===== src/rtl/stage_ctrl_out_ctrl_param.sv =====
// ---------------------------------------------------------------------------
// stage_ctrl_out_ctrl_param
//
// Output controller for one neural pipeline stage. It sits between the stage
// datapath (tap/bias/data compute) and the tap/bias memories:
//   - muxes the tap read row between normal rows and error-phase rows
//   - delays error-update write-backs by WB_DELAY cycles (bias by WB_DELAY-1)
//   - arbitrates delayed write-backs against incoming sub-word error updates,
//     parking a colliding update in a one-entry replay register
//   - delays the error-remove strobe and queues the error result, and queues
//     the stage data result, each through a 2-entry valid/ready skid FIFO
//
// Optional build macro: STAGE_CTRL_PERF_EN adds saturating 16-bit counters
// perf_wb_cnt (tap write-backs issued) and perf_coll_cnt (collisions captured).
//
// Ports:
//   clk, reset                      clock, asynchronous active-low reset
//   active_normal                   normal-mode memory read enable
//   tap_address, bias_wr_address    normal read row / bias write row
//   error_phase, error_phase_read   error write / read phase
//   error_update_first/_latch       update sequencing controls
//   error_tap_update_out            update-out strobe (also stage_error_back)
//   error_valid, error_sub_address, error_value   sub-word update request
//   tap_enable, bias_enable         write-back enables
//   st_tap_out, st_bias_out         updated taps / bias from the datapath
//   st_data_out(_pre), st_data_vld  datapath results
//   tap_int_*, bias_int_*           tap / bias memory control
//   stage_data_out*, zerror_int*    valid/ready result streams
//   wb_busy                         a write-back is in flight
//   ovf_err                         sticky overflow (replay or skid FIFO)
// ---------------------------------------------------------------------------

// Two-entry skid FIFO. A push while full is accepted only when the head is
// popped in the same cycle; otherwise it is dropped and ovf_o pulses.
module StageCtrlSkidFifo #(
   parameter int W = 32
) (
   input  logic         clk,
   input  logic         reset,
   input  logic         push_i,
   input  logic [W-1:0] din_i,
   input  logic         rdy_i,
   output logic [W-1:0] dout_o,
   output logic         vld_o,
   output logic         ovf_o
);

   logic [1:0]   count_q;
   logic [W-1:0] mem0_q;
   logic [W-1:0] mem1_q;
   logic         pop;
   logic         accept;

   assign vld_o  = (count_q != 2'd0);
   assign dout_o = mem0_q;
   assign pop    = vld_o & rdy_i;
   assign accept = push_i & ((count_q != 2'd2) | pop);
   assign ovf_o  = push_i & ~accept;

   // mem0 is always the head; a pop shifts mem1 forward
   always_ff @(posedge clk or negedge reset) begin
      if (!reset) begin
         count_q <= 2'd0;
         mem0_q  <= '0;
         mem1_q  <= '0;
      end else begin
         case ({accept, pop})
            2'b10: begin
               if (count_q == 2'd0) mem0_q <= din_i;
               else                 mem1_q <= din_i;
               count_q <= count_q + 2'd1;
            end
            2'b01: begin
               mem0_q  <= mem1_q;
               count_q <= count_q - 2'd1;
            end
            2'b11: begin
               if (count_q == 2'd1) begin
                  mem0_q <= din_i;
               end else begin
                  mem0_q <= mem1_q;
                  mem1_q <= din_i;
               end
            end
            default: ;
         endcase
      end
   end

endmodule

module stage_ctrl_out_ctrl_param #(
   parameter int NUM_TAPS  = 12,
   parameter int DATA_W    = 32,
   parameter int ADDR_W    = 5,
   parameter int TAP_BASE  = 12,
   parameter int WB_DELAY  = 5,
   parameter int ERR_DELAY = 16
) (
   input  logic                       clk,
   input  logic                       reset,
   input  logic                       active_normal,
   input  logic [ADDR_W-1:0]          tap_address,
   input  logic [ADDR_W-1:0]          bias_wr_address,
   input  logic [3:0]                 error_phase,
   input  logic [3:0]                 error_phase_read,
   input  logic                       error_update_first,
   input  logic                       error_update_latch,
   input  logic                       error_tap_update_out,
   input  logic                       error_valid,
   input  logic [DATA_W-1:0]          error_sub_address,
   input  logic [DATA_W-1:0]          error_value,
   input  logic                       tap_enable,
   input  logic                       bias_enable,
   input  logic [NUM_TAPS*DATA_W-1:0] st_tap_out,
   input  logic [DATA_W-1:0]          st_bias_out,
   input  logic [DATA_W-1:0]          st_data_out,
   input  logic [DATA_W-1:0]          st_data_out_pre,
   input  logic                       st_data_vld,
   output logic [ADDR_W-1:0]          tap_int_rd_address,
   output logic [ADDR_W-1:0]          tap_int_wr_address,
   output logic                       tap_int_rd_vld,
   output logic                       tap_int_wr_vld,
   output logic                       tap_int_sub_vld,
   output logic [DATA_W-1:0]          tap_int_sub_addr,
   output logic [DATA_W-1:0]          tap_int_sub_data,
   output logic [NUM_TAPS*DATA_W-1:0] tap_int_wr_data,
   output logic [ADDR_W-1:0]          bias_int_rd_address,
   output logic [ADDR_W-1:0]          bias_int_wr_address,
   output logic                       bias_int_rd_vld,
   output logic                       bias_int_wr_vld,
   output logic [DATA_W-1:0]          bias_int_wr_data,
   output logic [DATA_W-1:0]          stage_data_out,
   output logic                       stage_data_out_vld,
   input  logic                       stage_data_out_rdy,
   output logic [DATA_W-1:0]          zerror_int,
   output logic                       zerror_int_vld,
   input  logic                       zerror_int_rdy,
   output logic                       stage_error_back,
   output logic                       wb_busy,
   output logic                       ovf_err
`ifdef STAGE_CTRL_PERF_EN
   ,
   output logic [15:0]                perf_wb_cnt,
   output logic [15:0]                perf_coll_cnt
`endif
);

   localparam int CNT_W = $clog2(WB_DELAY + 1) + 1;

   localparam logic [1:0] ST_IDLE   = 2'd0;
   localparam logic [1:0] ST_ACTIVE = 2'd1;
   localparam logic [1:0] ST_DRAIN  = 2'd2;

   logic [ADDR_W-1:0] rdRow;
   logic [ADDR_W-1:0] errRow;
   logic              wbReq;
   logic              errRm;

   logic [WB_DELAY-1:0] wbPipe_q;
   logic [WB_DELAY-1:0] updPipe_q;
   logic [ADDR_W-1:0]   addrPipe_q [WB_DELAY];
   logic                wbD;
   logic                updD;
   logic [ADDR_W-1:0]   addrD;

   logic              replayFull_q, replayFull_d;
   logic [ADDR_W-1:0] replayRow_q, replayRow_d;
   logic [DATA_W-1:0] replayAddr_q, replayAddr_d;
   logic [DATA_W-1:0] replayData_q, replayData_d;
   logic              collCapture;
   logic              collDrop;
   logic              subVldRaw;

   logic [CNT_W-1:0]  inFlight_q;
   logic [1:0]        state_q, state_d;
   logic              updPrev_q;
   logic              ovf_q;
   logic              errPush;
   logic              dataOvf;
   logic              errOvf;

   // Error-phase rows wrap modulo the memory depth.
   assign errRow = ADDR_W'(32'(TAP_BASE) + 32'(error_phase));
   assign rdRow  = error_update_first ? ADDR_W'(32'(TAP_BASE) + 32'(error_phase_read))
                                      : tap_address;

   assign wbReq = error_update_latch & ~error_update_first;
   assign errRm = error_tap_update_out & ~error_update_first;

   // Read side is combinational. Valids are qualified with reset so that the
   // memories see no request while the stage is held in reset.
   assign tap_int_rd_address  = rdRow;
   assign tap_int_rd_vld      = active_normal & reset;
   assign bias_int_rd_address = tap_address;
   assign bias_int_rd_vld     = active_normal & reset;
   assign stage_error_back    = error_tap_update_out;

   // Write-back delay lines: request, read row and update-out strobe travel
   // together so the write lands on the row that was read WB_DELAY cycles ago.
   always_ff @(posedge clk or negedge reset) begin
      if (!reset) begin
         wbPipe_q  <= '0;
         updPipe_q <= '0;
         for (int k = 0; k < WB_DELAY; k++) addrPipe_q[k] <= '0;
      end else begin
         wbPipe_q[0]   <= wbReq;
         updPipe_q[0]  <= error_tap_update_out;
         addrPipe_q[0] <= rdRow;
         for (int k = 1; k < WB_DELAY; k++) begin
            wbPipe_q[k]   <= wbPipe_q[k-1];
            updPipe_q[k]  <= updPipe_q[k-1];
            addrPipe_q[k] <= addrPipe_q[k-1];
         end
      end
   end

   assign wbD   = wbPipe_q[WB_DELAY-1];
   assign updD  = updPipe_q[WB_DELAY-1];
   assign addrD = addrPipe_q[WB_DELAY-1];

   // The bias write leads the tap write by one cycle.
   assign bias_int_wr_vld     = bias_enable & wbPipe_q[WB_DELAY-2];
   assign bias_int_wr_address = bias_wr_address;
   assign bias_int_wr_data    = st_bias_out;
   assign tap_int_wr_data     = st_tap_out;

   // Tap write port arbitration: delayed write-back, then a parked replay,
   // then a fresh sub-word update. A fresh update that loses is parked if the
   // replay slot is free (or is being drained this cycle), otherwise dropped.
   always_comb begin
      tap_int_wr_address = '0;
      tap_int_wr_vld     = 1'b0;
      subVldRaw          = 1'b0;
      tap_int_sub_addr   = '0;
      tap_int_sub_data   = '0;
      replayFull_d       = replayFull_q & wbD;
      replayRow_d        = replayRow_q;
      replayAddr_d       = replayAddr_q;
      replayData_d       = replayData_q;
      collCapture        = 1'b0;
      collDrop           = 1'b0;

      if (wbD) begin
         tap_int_wr_address = addrD;
         tap_int_wr_vld     = tap_enable & ~updD;
      end else if (replayFull_q) begin
         tap_int_wr_address = replayRow_q;
         subVldRaw          = 1'b1;
         tap_int_sub_addr   = replayAddr_q;
         tap_int_sub_data   = replayData_q;
      end else if (error_valid) begin
         tap_int_wr_address = errRow;
         subVldRaw          = 1'b1;
         tap_int_sub_addr   = error_sub_address;
         tap_int_sub_data   = error_value;
      end

      if (error_valid && (wbD || replayFull_q)) begin
         if (wbD && replayFull_q) begin
            collDrop = 1'b1;
         end else begin
            collCapture  = 1'b1;
            replayFull_d = 1'b1;
            replayRow_d  = errRow;
            replayAddr_d = error_sub_address;
            replayData_d = error_value;
         end
      end
   end

   assign tap_int_sub_vld = subVldRaw & reset;

   // Replay register
   always_ff @(posedge clk or negedge reset) begin
      if (!reset) begin
         replayFull_q <= 1'b0;
         replayRow_q  <= '0;
         replayAddr_q <= '0;
         replayData_q <= '0;
      end else begin
         replayFull_q <= replayFull_d;
         replayRow_q  <= replayRow_d;
         replayAddr_q <= replayAddr_d;
         replayData_q <= replayData_d;
      end
   end

   // In-flight write-back counter; a request and an issue in the same cycle
   // cancel out.
   always_ff @(posedge clk or negedge reset) begin
      if (!reset) begin
         inFlight_q <= '0;
      end else begin
         case ({wbReq, wbD})
            2'b10:   inFlight_q <= inFlight_q + CNT_W'(1);
            2'b01:   inFlight_q <= inFlight_q - CNT_W'(1);
            default: ;
         endcase
      end
   end

   assign wb_busy = (inFlight_q != '0);

   // Sequencing FSM tracking the update window; DRAIN waits for all
   // write-back traffic (pipeline and replay) to retire.
   always_comb begin
      state_d = state_q;
      case (state_q)
         ST_IDLE:   if (wbReq || error_valid) state_d = ST_ACTIVE;
         ST_ACTIVE: if (updPrev_q && !error_tap_update_out) state_d = ST_DRAIN;
         ST_DRAIN: begin
            if (error_valid)                                state_d = ST_ACTIVE;
            else if (inFlight_q == '0 && !replayFull_q)     state_d = ST_IDLE;
         end
         default:   state_d = ST_IDLE;
      endcase
   end

   always_ff @(posedge clk or negedge reset) begin
      if (!reset) begin
         state_q   <= ST_IDLE;
         updPrev_q <= 1'b0;
      end else begin
         state_q   <= state_d;
         updPrev_q <= error_tap_update_out;
      end
   end

   // Error-remove delay. The skid FIFO adds one register stage, so the line
   // is one shorter than ERR_DELAY to make zerror_int_vld rise exactly
   // ERR_DELAY cycles after the strobe.
   generate
      if (ERR_DELAY > 1) begin : gErrPipe
         localparam int ED = ERR_DELAY - 1;
         logic [ED-1:0] errPipe_q;
         always_ff @(posedge clk or negedge reset) begin
            if (!reset) begin
               errPipe_q <= '0;
            end else begin
               errPipe_q[0] <= errRm;
               for (int k = 1; k < ED; k++) errPipe_q[k] <= errPipe_q[k-1];
            end
         end
         assign errPush = errPipe_q[ED-1];
      end else begin : gErrDirect
         assign errPush = errRm;
      end
   endgenerate

   StageCtrlSkidFifo #(.W(DATA_W)) uErrFifo (
      .clk    (clk),
      .reset  (reset),
      .push_i (errPush),
      .din_i  (st_data_out_pre),
      .rdy_i  (zerror_int_rdy),
      .dout_o (zerror_int),
      .vld_o  (zerror_int_vld),
      .ovf_o  (errOvf)
   );

   StageCtrlSkidFifo #(.W(DATA_W)) uDataFifo (
      .clk    (clk),
      .reset  (reset),
      .push_i (st_data_vld),
      .din_i  (st_data_out),
      .rdy_i  (stage_data_out_rdy),
      .dout_o (stage_data_out),
      .vld_o  (stage_data_out_vld),
      .ovf_o  (dataOvf)
   );

   // Sticky overflow: any dropped update or dropped result
   always_ff @(posedge clk or negedge reset) begin
      if (!reset) ovf_q <= 1'b0;
      else        ovf_q <= ovf_q | collDrop | errOvf | dataOvf;
   end

   assign ovf_err = ovf_q;

`ifdef STAGE_CTRL_PERF_EN
   // Saturating performance counters
   logic [15:0] perfWb_q;
   logic [15:0] perfColl_q;

   always_ff @(posedge clk or negedge reset) begin
      if (!reset) begin
         perfWb_q   <= '0;
         perfColl_q <= '0;
      end else begin
         if (tap_int_wr_vld && perfWb_q != 16'hFFFF) perfWb_q   <= perfWb_q + 16'd1;
         if (collCapture && perfColl_q != 16'hFFFF)  perfColl_q <= perfColl_q + 16'd1;
      end
   end

   assign perf_wb_cnt   = perfWb_q;
   assign perf_coll_cnt = perfColl_q;
`else
   // Default build carries no performance counters.
`endif

endmodule

===== config.mk =====
export PLATFORM = sky130hd
export DESIGN_NAME = stage_ctrl_out_ctrl_param
export DESIGN_NICKNAME = d
export VERILOG_FILES = /design/src/rtl/stage_ctrl_out_ctrl_param.sv
export SDC_FILE = /design/constraint.sdc
export NUM_CORES = 1
export LEC_CHECK = 0
export BUFFER_PORTS_ARGS = -buffer_cell sky130_fd_sc_hd__buf_2
export CAP_MARGIN = 20
export CELL_PAD_IN_SITES_DETAIL_PLACEMENT = 0
export CELL_PAD_IN_SITES_GLOBAL_PLACEMENT = 1
export CORE_AREA = 2 2 451 453
export CTS_BUF_LIST = sky130_fd_sc_hd__clkbuf_4 sky130_fd_sc_hd__clkbuf_8 sky130_fd_sc_hd__clkbuf_16
export DETAILED_ROUTE_END_ITERATION = 8
export DIE_AREA = 0 0 453 455
export GPL_TIMING_DRIVEN = 0
export PLACE_DENSITY = 0.36
export SYNTH_ARGS = -nofsm -noshare
export SYNTH_HDL_FRONTEND = slang
export SYNTH_HIERARCHICAL = 1
export SYNTH_SLANG_ARGS = --single-unit

===== constraint.sdc =====
create_clock -name clk -period 2.8 [get_ports clk]
set_input_delay 0.28 -clock clk [delete_from_list [all_inputs] [get_ports clk]]
set_output_delay 0.28 -clock clk [all_outputs]
set_load 0.05 [all_outputs]

-- Word level (Yosys, flattened, before mapping)
Cells that the tools add are included.
- input port bits: 574
- word-level logic and storage cells: 122
- output and inout port bits: 574
- flip-flop bits (word level): 257
- bitwise operators: 23
- reduce and logical (&&, ||, !) cells: 20
- $add $sub $neg: 8
- equality and inequality tests: 18
- mux-type cells: 33
- operator list (cell ; number):
    $mux W32 ; 14
    $pmux W32 S3 ; 2
    $pmux W32 S2 ; 2
    $mux W5 ; 4
    $reduce_bool A2 Y1 ; 7
    $and A1 B1 Y1 ; 13
    $ne A2 B2 Y1 const B ; 6
    $add A4 B4 Y5 const A ; 2
    $eq A2 B1 Y1 const B ; 5
    $eq A2 B2 Y1 const B ; 5
    $mux W1 ; 8
    $pmux W2 S2 ; 2
    $pmux W4 S2 ; 1
    $reduce_and A2 Y1 ; 3
    $reduce_and A3 Y1 ; 2
    $reduce_bool A3 Y1 ; 2
    $not A1 Y1 ; 5
    $or A1 B1 Y1 ; 5
    $add A2 B1 Y2 const B ; 2
    $add A4 B1 Y4 const B ; 1
    $logic_not A2 Y1 ; 2
    $ne A2 B1 Y1 const B ; 2
    $reduce_bool A4 Y1 ; 1
    $sub A2 B1 Y2 const B ; 2
    3 further kinds ; 4

-- Longest topological paths before layout
Gate-level depths: netlist of run 1.
- depth in word-level cells: 8
- gate-level depth with buffers: 8
- depth with buffers taken out: 7

-- Hierarchy
The synthesis of run 1 kept the hierarchy.
- by module, submodules not included (module ; instances ; sequential area each (um2) ; area an instance (um2) ; cells each):
    stage_ctrl_out_ctrl_param ; 1 ; 3128.0 ; 8464.4 ; 855
    StageCtrlSkidFifo ; 2 ; 1651.6 ; 3029.2 ; 277

-- Worst setup path before layout of run 1
No wires, ideal clock.
- path type: input to output
- start point: in error_valid
- end point: out tap_int_wr_address[0]
- data arrival time: 1936 ps
- data required time: 2520 ps
- setup slack: 584 ps
- stages: 5
- path through: buf_2 -> nor2b_1 -> buf_2 -> a22oi_1 -> o21ai_0
- word-level cells in the longest chain between the ends: 3
- RTL lines (element ; line ; text):
    start: declaration ; 110 ; input logic error_valid,
    $mux W5 ; 252 ; end else if (error_valid) begin
    $mux W5 ; 247 ; end else if (replayFull_q) begin
    $mux W5 ; 244 ; if (wbD) begin
    end: declaration ; 121 ; output logic [ADDR_W-1:0] tap_int_wr_address,
Every way passes these cells.

-- Final worst setup path of run 1
- start point: reg wbPipe_q[4]
- end point: out tap_int_sub_data[25]
- word-level cells in the longest chain between the ends: 1
- RTL lines (element ; line ; text):
    start: declaration ; 160 ; logic [WB_DELAY-1:0] wbPipe_q;
    start signal: indexed assignment ; 211 ; wbPipe_q[k] <= wbPipe_q[k-1];
    $mux W32 ; 244 ;
    end: declaration ; 126 ; output logic [DATA_W-1:0] tap_int_sub_data,
Every way passes these cells.

==> results.sh, run 1 <==
export IMPL_status="completed"
export IMPL_maxCapViolCount=0
export IMPL_grt_max_degree=105
export IMPL_wl_per_cell_um=21.1
export IMPL_cts_buffers=41
export IMPL_seqPwrFrac_pct=28.1
export IMPL_fmax_mhz=384
export IMPL_ys_warn_count=6
export IMPL_p_leak_nw=11.2
export IMPL_ys_flop_type="dfrtp_1"
export IMPL_startpoint_type="flip-flop"
export IMPL_drtAntennaViolNets=0
export IMPL_r2r_slack_ns=0.31
export IMPL_die_h_um=455
export IMPL_overflow=0
export IMPL_syn_cell_area_mm2=0.0145
export IMPL_synth_enable_flop_cells=0
export IMPL_ir_drop_mv=0.362
export IMPL_drt_met1_wl_um=38900
export IMPL_period_needed_ns=2.60
export IMPL_worst_pin_slew_ns=0.719
export IMPL_highest_layer="met5"
export IMPL_wl_met3_um=8340
export IMPL_critPathMaxFanout=8
export IMPL_routabilityCongestion=0.896
export IMPL_initial_core_util_pct=7.21
export IMPL_dr_wl_met2_um=55700
export IMPL_rsz0062_at_grt="false"
export IMPL_switching_share_pct=47.3
export IMPL_cts_root_buffer="clkbuf_16"
export IMPL_synthesis_nets=1994
export IMPL_power_internal_mw=11.0
export IMPL_avgSynthCellArea_um2=10.3
export IMPL_power_mw=20.9
export IMPL_final_cell_mix="buf_2, buf_4, dfrtp_1"
export IMPL_grt_pass1_vias=14400
export IMPL_syn_inst=1409
export IMPL_setup_slack_ns=0.197
export IMPL_die_x_um=453
export IMPL_clk_transition_reported_paths_ns=0.06
export IMPL_setup_viol=0
export IMPL_numPortBuffers=723
export IMPL_vias=13900
export IMPL_antenna_found_initial=34
export IMPL_synthArstFlopShare_pct=100
export IMPL_nets=2918
export IMPL_clkPwrFrac_pct=24.4
export IMPL_grt_pass1_wl_um=136000
export IMPL_final_common_cell="buf_2"
export IMPL_fin_skew_ns=0.0617
export IMPL_post_route_period_util_pct=93.0
export IMPL_dieArea_mm2=0.206
export IMPL_switching_power_mw=9.89
export IMPL_combPwrFrac_pct=47.5
export IMPL_seq_area_frac_synth_pct=44.3
export IMPL_io_pins=1148
export IMPL_yosys_area_top_type="dfrtp_1"
export IMPL_rows=165
export IMPL_dp_cells=4815
export IMPL_preCtsSetupSlack_ns=-0.385
export IMPL_synth_seq_cells=257
export IMPL_cts_tree="yes"
export IMPL_clock_latency_ns=0.64
export IMPL_relSlewSlack_pct=52.1
export IMPL_htreeDepth=2
export IMPL_core_mm2=0.201
export IMPL_grtUsageTotal_pct=9.79
export IMPL_hp_class="input pin to flip-flop"
export IMPL_vias_per_cell=2.76
export IMPL_first_pass_iters=5
export IMPL_cts_setup_buffers=0
export IMPL_clkSinkCount=257
export IMPL_synth_area_top_cells="dfrtp_1, buf_4, mux2_2"
export IMPL_drt_iter0_markers=685
export IMPL_finalWirelength_um=107000
export IMPL_drv_slew=0
export IMPL_syn2layout_area_growth_pct=69.3
export IMPL_hold_viol=0
export IMPL_synthDominantCellAreaShare_pct=44.3
export IMPL_drc_errors=0
export IMPL_final_layout_size_suffix_gt1_share_pct=60.1
export IMPL_fin_cells=5044
export IMPL_power_density_mw_per_mm2=850
export IMPL_worstSetupPathType="flip-flop to output port"
export IMPL_cts_path_max_buffers=3
export IMPL_dp_hpwl_um=90100
export IMPL_cp_required_ns=2.52
export IMPL_endpoint_kind="output port"
export IMPL_yosysUniqueCellTypes=42
export IMPL_cp_arrival_ns=2.32
-- kinds of logic after synthesis --
family | count (synthesis) | synth area share [%]
xor gates and xnor gates | 6 | 0.362
AOI/OAI and AO/OA | 214 | 9.49
buffers and inverters | 533 | 25.6
muxes | 144 | 11.1
adders and majority gates | 12 | 1.02
DFF | 257 | 44.3
and+or+nand+nor | 243 | 8.12
-- layer usage --
| layer | GRT usage (%) | vias to the layer above |
|---|---|---|
| met5 | 0 | - |
| met1 | 10.6 | 6880 |
| met2 | 17.7 | 592 |
| li1 | - | 6295 |
| met3 | 3.39 | 130 |
| met4 | 3.12 | 28 |
-- through the flow --
step | area, um^2 | utilization, % | hold WS (ns) | setup TNS, ns
finish | 24600 | 12.2 | 0.0857 | 0
floorplan | 14500 | - | -0.0156 | 0
global placement | 21500 | 10.7 | 0.333 | -1280.61
detailed placement | 21700 | 10.8 | 0.328 | -2.64
CTS | 24500 | 12.2 | 0.00527 | 0
global route | 24600 | 12.2 | 0.0731 | 0
-- cell type report --
type,instances,area (um^2)
Clock inverter,14,116
Multi-Input combinational cell,619,4370
Fill cell,23200,177000
Antenna cell,14,35.0
Clock buffer,54,1170
Sequential cell,257,6430
Buffer,518,3720
Tap cell,2672,3340
Timing Repair Buffer,881,5340
Inverter,15,56.3
-- final timing paths --
check,from,endpoint,depth (start not counted)
max in group asynchronous,reset,replayData_q[14]$_DFFE_PN0P_,3
hold / removal,error_phase[3],replayRow_q[3]$_DFFE_PN0P_,4
hold reg to reg,addrPipe_q[6]$_DFF_PN0_,addrD[1]$_DFF_PN0_,0
setup / recovery,wbPipe_q[4]$_DFF_PN0_,tap_int_sub_data[25],7
min in group asynchronous,reset,replayAddr_q[15]$_DFFE_PN0P_,3
setup reg to reg,uDataFifo/count_q[0]$_DFFE_PN0P_,uDataFifo/mem1_q[27]$_DFFE_PN0P_,6
-- worst max-delay path, stage by stage (launching register included) --
cell      delay (ns)
dfrtp_1         0.44
buf_4           0.21
clkbuf_8        0.19
buf_8           0.15
clkbuf_4        0.19
buf_8           0.16
nor2_1          0.11
buf_4           0.23
-- flip-flops by register name (all words and copies together) (netlist names) --
register and flops:
ovf_err 1, uErrFifo/mem1_q 32, addrD 5, inFlight_q 4
replayData_q 32, replayFull_q 1, uErrFifo/count_q 2, uErrFifo/dout_o 32
addrPipe_q 20, uDataFifo/mem1_q 32, updPipe_q 5, uDataFifo/count_q 2
replayAddr_q 32, replayRow_q 5, wbPipe_q 5, uDataFifo/dout_o 32
gErrPipe.errPipe_q 15
-- power groups by stage --
stage / clock network (mW) / logic (mW) / registers [mW]
floorplan: 0 / 5.03 / 7.34
global placement: 0 / 9.97 / 5.91
detailed placement: 0 / 10.1 / 5.93
CTS: 5.42 / 10.3 / 5.88
global route: 5.53 / 10.6 / 6.06
finish: 5.09 / 9.93 / 5.88
-- Yosys cell counts (2+ instances only) --
master,instances
nor3_1,65
and3_1,2
inv_1,15
and2b_1,2
a2bb2oi_1,2
buf_2,16
ha_1,11
mux2i_1,9
and3b_1,3
nor2_1,70
a21oi_1,8
or2_1,2
a22oi_1,66
nand2b_1,4
a31oi_1,58
clkbuf_2,2
xor2_1,2
dfrtp_1,257
nand2_1,10
nor2b_1,5
mux2_1,8
buf_6,11
a31oi_2,6
or4_1,2
clkbuf_1,52
and2_1,4
nand3_1,67
xnor2_1,4
mux2_2,127
buf_1,6
nand3b_1,2
nor3b_1,3
o21ai_0,69
buf_4,431
-- repair_timing --
action                                  CTS  global route
hold buffers                            147             0
endpoints found under the hold margin   263             0
endpoints found under the setup margin   68             2
gates resized for setup                  33             3
Note: power is estimated with default switching activity, not from simulation.
==> run 2: changes to the inputs <==
--- a/config.mk
+++ b/config.mk
@@ -5,6 +5,7 @@
 export SDC_FILE = /design/constraint.sdc
 export NUM_CORES = 1
 export LEC_CHECK = 0
+export ABC_AREA = 1
 export BUFFER_PORTS_ARGS = -buffer_cell sky130_fd_sc_hd__buf_2
 export CAP_MARGIN = 20
 export CELL_PAD_IN_SITES_DETAIL_PLACEMENT = 0
@@ -14,7 +15,7 @@
 export DETAILED_ROUTE_END_ITERATION = 8
 export DIE_AREA = 0 0 453 455
 export GPL_TIMING_DRIVEN = 0
-export PLACE_DENSITY = 0.36
+export PLACE_DENSITY = 0.37
 export SYNTH_ARGS = -nofsm -noshare
 export SYNTH_HDL_FRONTEND = slang
 export SYNTH_HIERARCHICAL = 1
==> run 2 against run 1 <==
  * Synthesized area grew 2.7%
  * Largest power group unchanged
  * Largest cell class unchanged
  * Global-route usage grew 1.1 points
  * Critical path type unchanged
  * Sequential share of layout area shrank 0.30 points
==> results.sh, run 2 <==
export IMPL_final_layout_size_suffix_gt1_share_pct=45.7
export IMPL_syn2layout_area_growth_pct=66.8
export IMPL_status="completed"
export IMPL_cts_path_max_buffers=3
export IMPL_core_mm2=0.201
export IMPL_dp_hpwl_um=102000
export IMPL_clkSinkCount=257
export IMPL_fmax_mhz=375
export IMPL_nets=3402
export IMPL_power_density_mw_per_mm2=812
export IMPL_startpoint_type="flip-flop"
export IMPL_cts_tree="yes"
export IMPL_syn_cell_area_mm2=0.0149
export IMPL_hold_depth=3
export IMPL_synth_common_cells="nand2_1, buf_4, dfrtp_1, nand3_1, inv_1"
export IMPL_yosysMostFrequentCell="nand2_1"
export IMPL_first_pass_iters=4
export IMPL_fillCellCount=23400
export IMPL_hold_start="tap_address[0]"
export IMPL_avgSynthCellArea_um2=7.83
export IMPL_clock_latency_ns=0.60
export IMPL_antenna_found_initial=60
export IMPL_yosysUniqueCellTypes=28
export IMPL_power_internal_mw=10.7
export IMPL_maxCapViolCount=0
export IMPL_synth_xor_area_share_pct=0.176
export IMPL_drc_errors=0
export IMPL_grt_max_degree=94
export IMPL_dieArea_mm2=0.206
export IMPL_fin_skew_ns=0.0324
export IMPL_synth_top_family_by_area="buffers and inverters"
export IMPL_hp_class="input pin to flip-flop"
export IMPL_setup_tns_ns=0
export IMPL_p_leak_nw=12.9
export IMPL_cts_buffers=40
export IMPL_synth_area_top_cells="dfrtp_1, buf_4, nand2_1"
export IMPL_final_common_cell="buf_2"
export IMPL_synth_adder_area_share_pct=0.923
export IMPL_setup_slack_ns=0.135
export IMPL_io_pins=1148
export IMPL_initial_core_util_pct=7.41
export IMPL_period_needed_ns=2.66
export IMPL_preCtsSetupSlack_ns=0.279
export IMPL_r2r_start="uErrFifo/count_q[0]$_DFFE_PN0P_"
export IMPL_cp_arrival_ns=2.38
export IMPL_yosys_area_top_type="dfrtp_1"
export IMPL_synth_mux_area_share_pct=0
export IMPL_rows=165
export IMPL_relSlewSlack_pct=51.8
export IMPL_clkPwrFrac_pct=27.4
export IMPL_vias=15600
export IMPL_fin_cells=5527
export IMPL_cp_required_ns=2.52
export IMPL_final_cell_mix="buf_2, nand2_1, buf_4"
export IMPL_drt_iter0_markers=644
export IMPL_htreeDepth=2
export IMPL_seqPwrFrac_pct=27.6
export IMPL_drv_slew=0
export IMPL_cts_root_buffer="clkbuf_16"
export IMPL_vias_per_cell=2.82
export IMPL_worst_pin_slew_ns=0.723
export IMPL_yosys_area_share_simple_pct=23.4
export IMPL_setup_viol=0
export IMPL_grt_pass1_wl_um=150000
export IMPL_cp_startpoint="replayFull_q$_DFF_PN0_"
export IMPL_overflow=0
export IMPL_cts_setup_buffers=0
export IMPL_combPwrFrac_pct=45.0
export IMPL_synthesis_nets=2489
export IMPL_syn_inst=1904
export IMPL_routabilityCongestion=0.935
export IMPL_seq_area_frac_synth_pct=43.1
export IMPL_rsz0062_at_grt="false"
export IMPL_dp_cells=5305
export IMPL_grt_pass1_vias=15700
export IMPL_die_h_um=455
export IMPL_post_route_period_util_pct=95.2
export IMPL_drtAntennaViolNets=0
export IMPL_hold_viol=0
export IMPL_finalWirelength_um=118000
export IMPL_ir_drop_mv=0.355
export IMPL_endpoint_kind="output port"
export IMPL_synthArstFlopShare_pct=100
export IMPL_synth_seq_cells=257
export IMPL_r2r_cells=8
export IMPL_switching_share_pct=46.8
export IMPL_synth_compound_area_share_pct=5.17
export IMPL_ys_warn_count=6
export IMPL_die_x_um=453
export IMPL_switching_power_mw=9.44
export IMPL_multi_input_area_mm2=0.00444
export IMPL_numPortBuffers=726
export IMPL_regArea_mm2=0.00643
export IMPL_synthDominantCellAreaShare_pct=43.1
export IMPL_critPathMaxFanout=10
export IMPL_worstSetupPathType="flip-flop to output port"
export IMPL_clk_transition_reported_paths_ns=0.06
export IMPL_ys_flop_type="dfrtp_1"
export IMPL_wl_per_cell_um=21.3
export IMPL_power_mw=20.2
export IMPL_grtUsageTotal_pct=10.9
export IMPL_synth_enable_flop_cells=0
==> run 2: changes by cell type after synthesis, moves of 15 or more <==
cell	change
nand2_1	+690
mux2_2	-127
inv_1	+79
nand3_1	+74
a22oi_1	-64
a21oi_1	+63
nor2_1	-62
nor3_1	-62
a31oi_1	-58
o21ai_1	+55
o21ai_0	-44
clkbuf_1	-15
==> run 2: repair_timing <==
action	in CTS	in global routing
hold buffers	142	0
cloned	0	0
hold endpoints to repair	237	0
endpoints found under the setup margin	62	10
resized for setup	9	9
==> run 2: routing by layer <==
layer	GRT usage, %	part of all wire [%]
met5	0	0.23
met2	18.1	48
met3	4.82	10
met4	2.63	2.3
met1	12.7	39
==> run 2: worst max-delay path: stages (launching register included) <==
cell     delay (ns)
dfrtp_1        0.37
buf_6          0.15
nor2_4         0.20
buf_4          0.25
buf_6          0.20
nand2_1        0.06
a21oi_1        0.21
buf_2          0.33
==> run 2: layout make-up <==
type / count / share of cell area, %
Tap cell: 2672 / 13.4
Clock buffer: 59 / 4.84
Antenna cell: 12 / 0.121
Clock inverter: 9 / 0.729
Buffer: 514 / 14.9
Sequential cell: 257 / 25.9
Multi-Input combinational cell: 1033 / 17.8
Inverter: 100 / 1.51
Timing Repair Buffer: 871 / 20.8
==> run 2: final timing paths <==
path / endpoint / slack (ns)
max: tap_int_sub_data[29] / 0.14
min: addrPipe_q[20]$_DFF_PN0_ / 0.05
max reg2reg: uErrFifo/mem1_q[24]$_DFFE_PN0P_ / 0.68
min reg2reg: wbPipe_q[3]$_DFF_PN0_ / 0.32
max in group asynchronous: uDataFifo/dout_o[9]$_DFFE_PN0P_ / 1.21
min in group asynchronous: replayData_q[22]$_DFFE_PN0P_ / 0.24
==> run 2: metrics by stage <==
| stage | utilization (%) | area (um^2) | hold slack, ns |
|---|---|---|---|
| 4_1_cts | 12.3 | 24800 | 0.0100 |
| 5_1_grt | 12.3 | 24900 | 0.0522 |
| 3_3_place_gp | 10.9 | 21900 | 0.332 |
| 2_1_floorplan | - | 14900 | -0.0156 |
| 3_5_place_dp | 10.9 | 22000 | 0.252 |
| 6_report | 12.4 | 24900 | 0.0479 |
==> run 2: cell families (layout without fill, tap and decap cells) <==
group,after synthesis,count (layout)
simple gates,866,866
flops,257,257
fa+ha+maj,11,11
other cells,0,12
xor+xnor,3,3
buf+inv,614,1553
compound gates,153,153
==> run 2: power by group through the flow <==
stage	logic (mW)	registers (mW)	clock network [mW]
floorplan	4.83	6.95	0
global placement	9.12	5.65	0
detailed placement	9.12	5.65	0
CTS	9.34	5.60	5.82
global route	9.90	5.73	5.95
finish	9.08	5.58	5.52
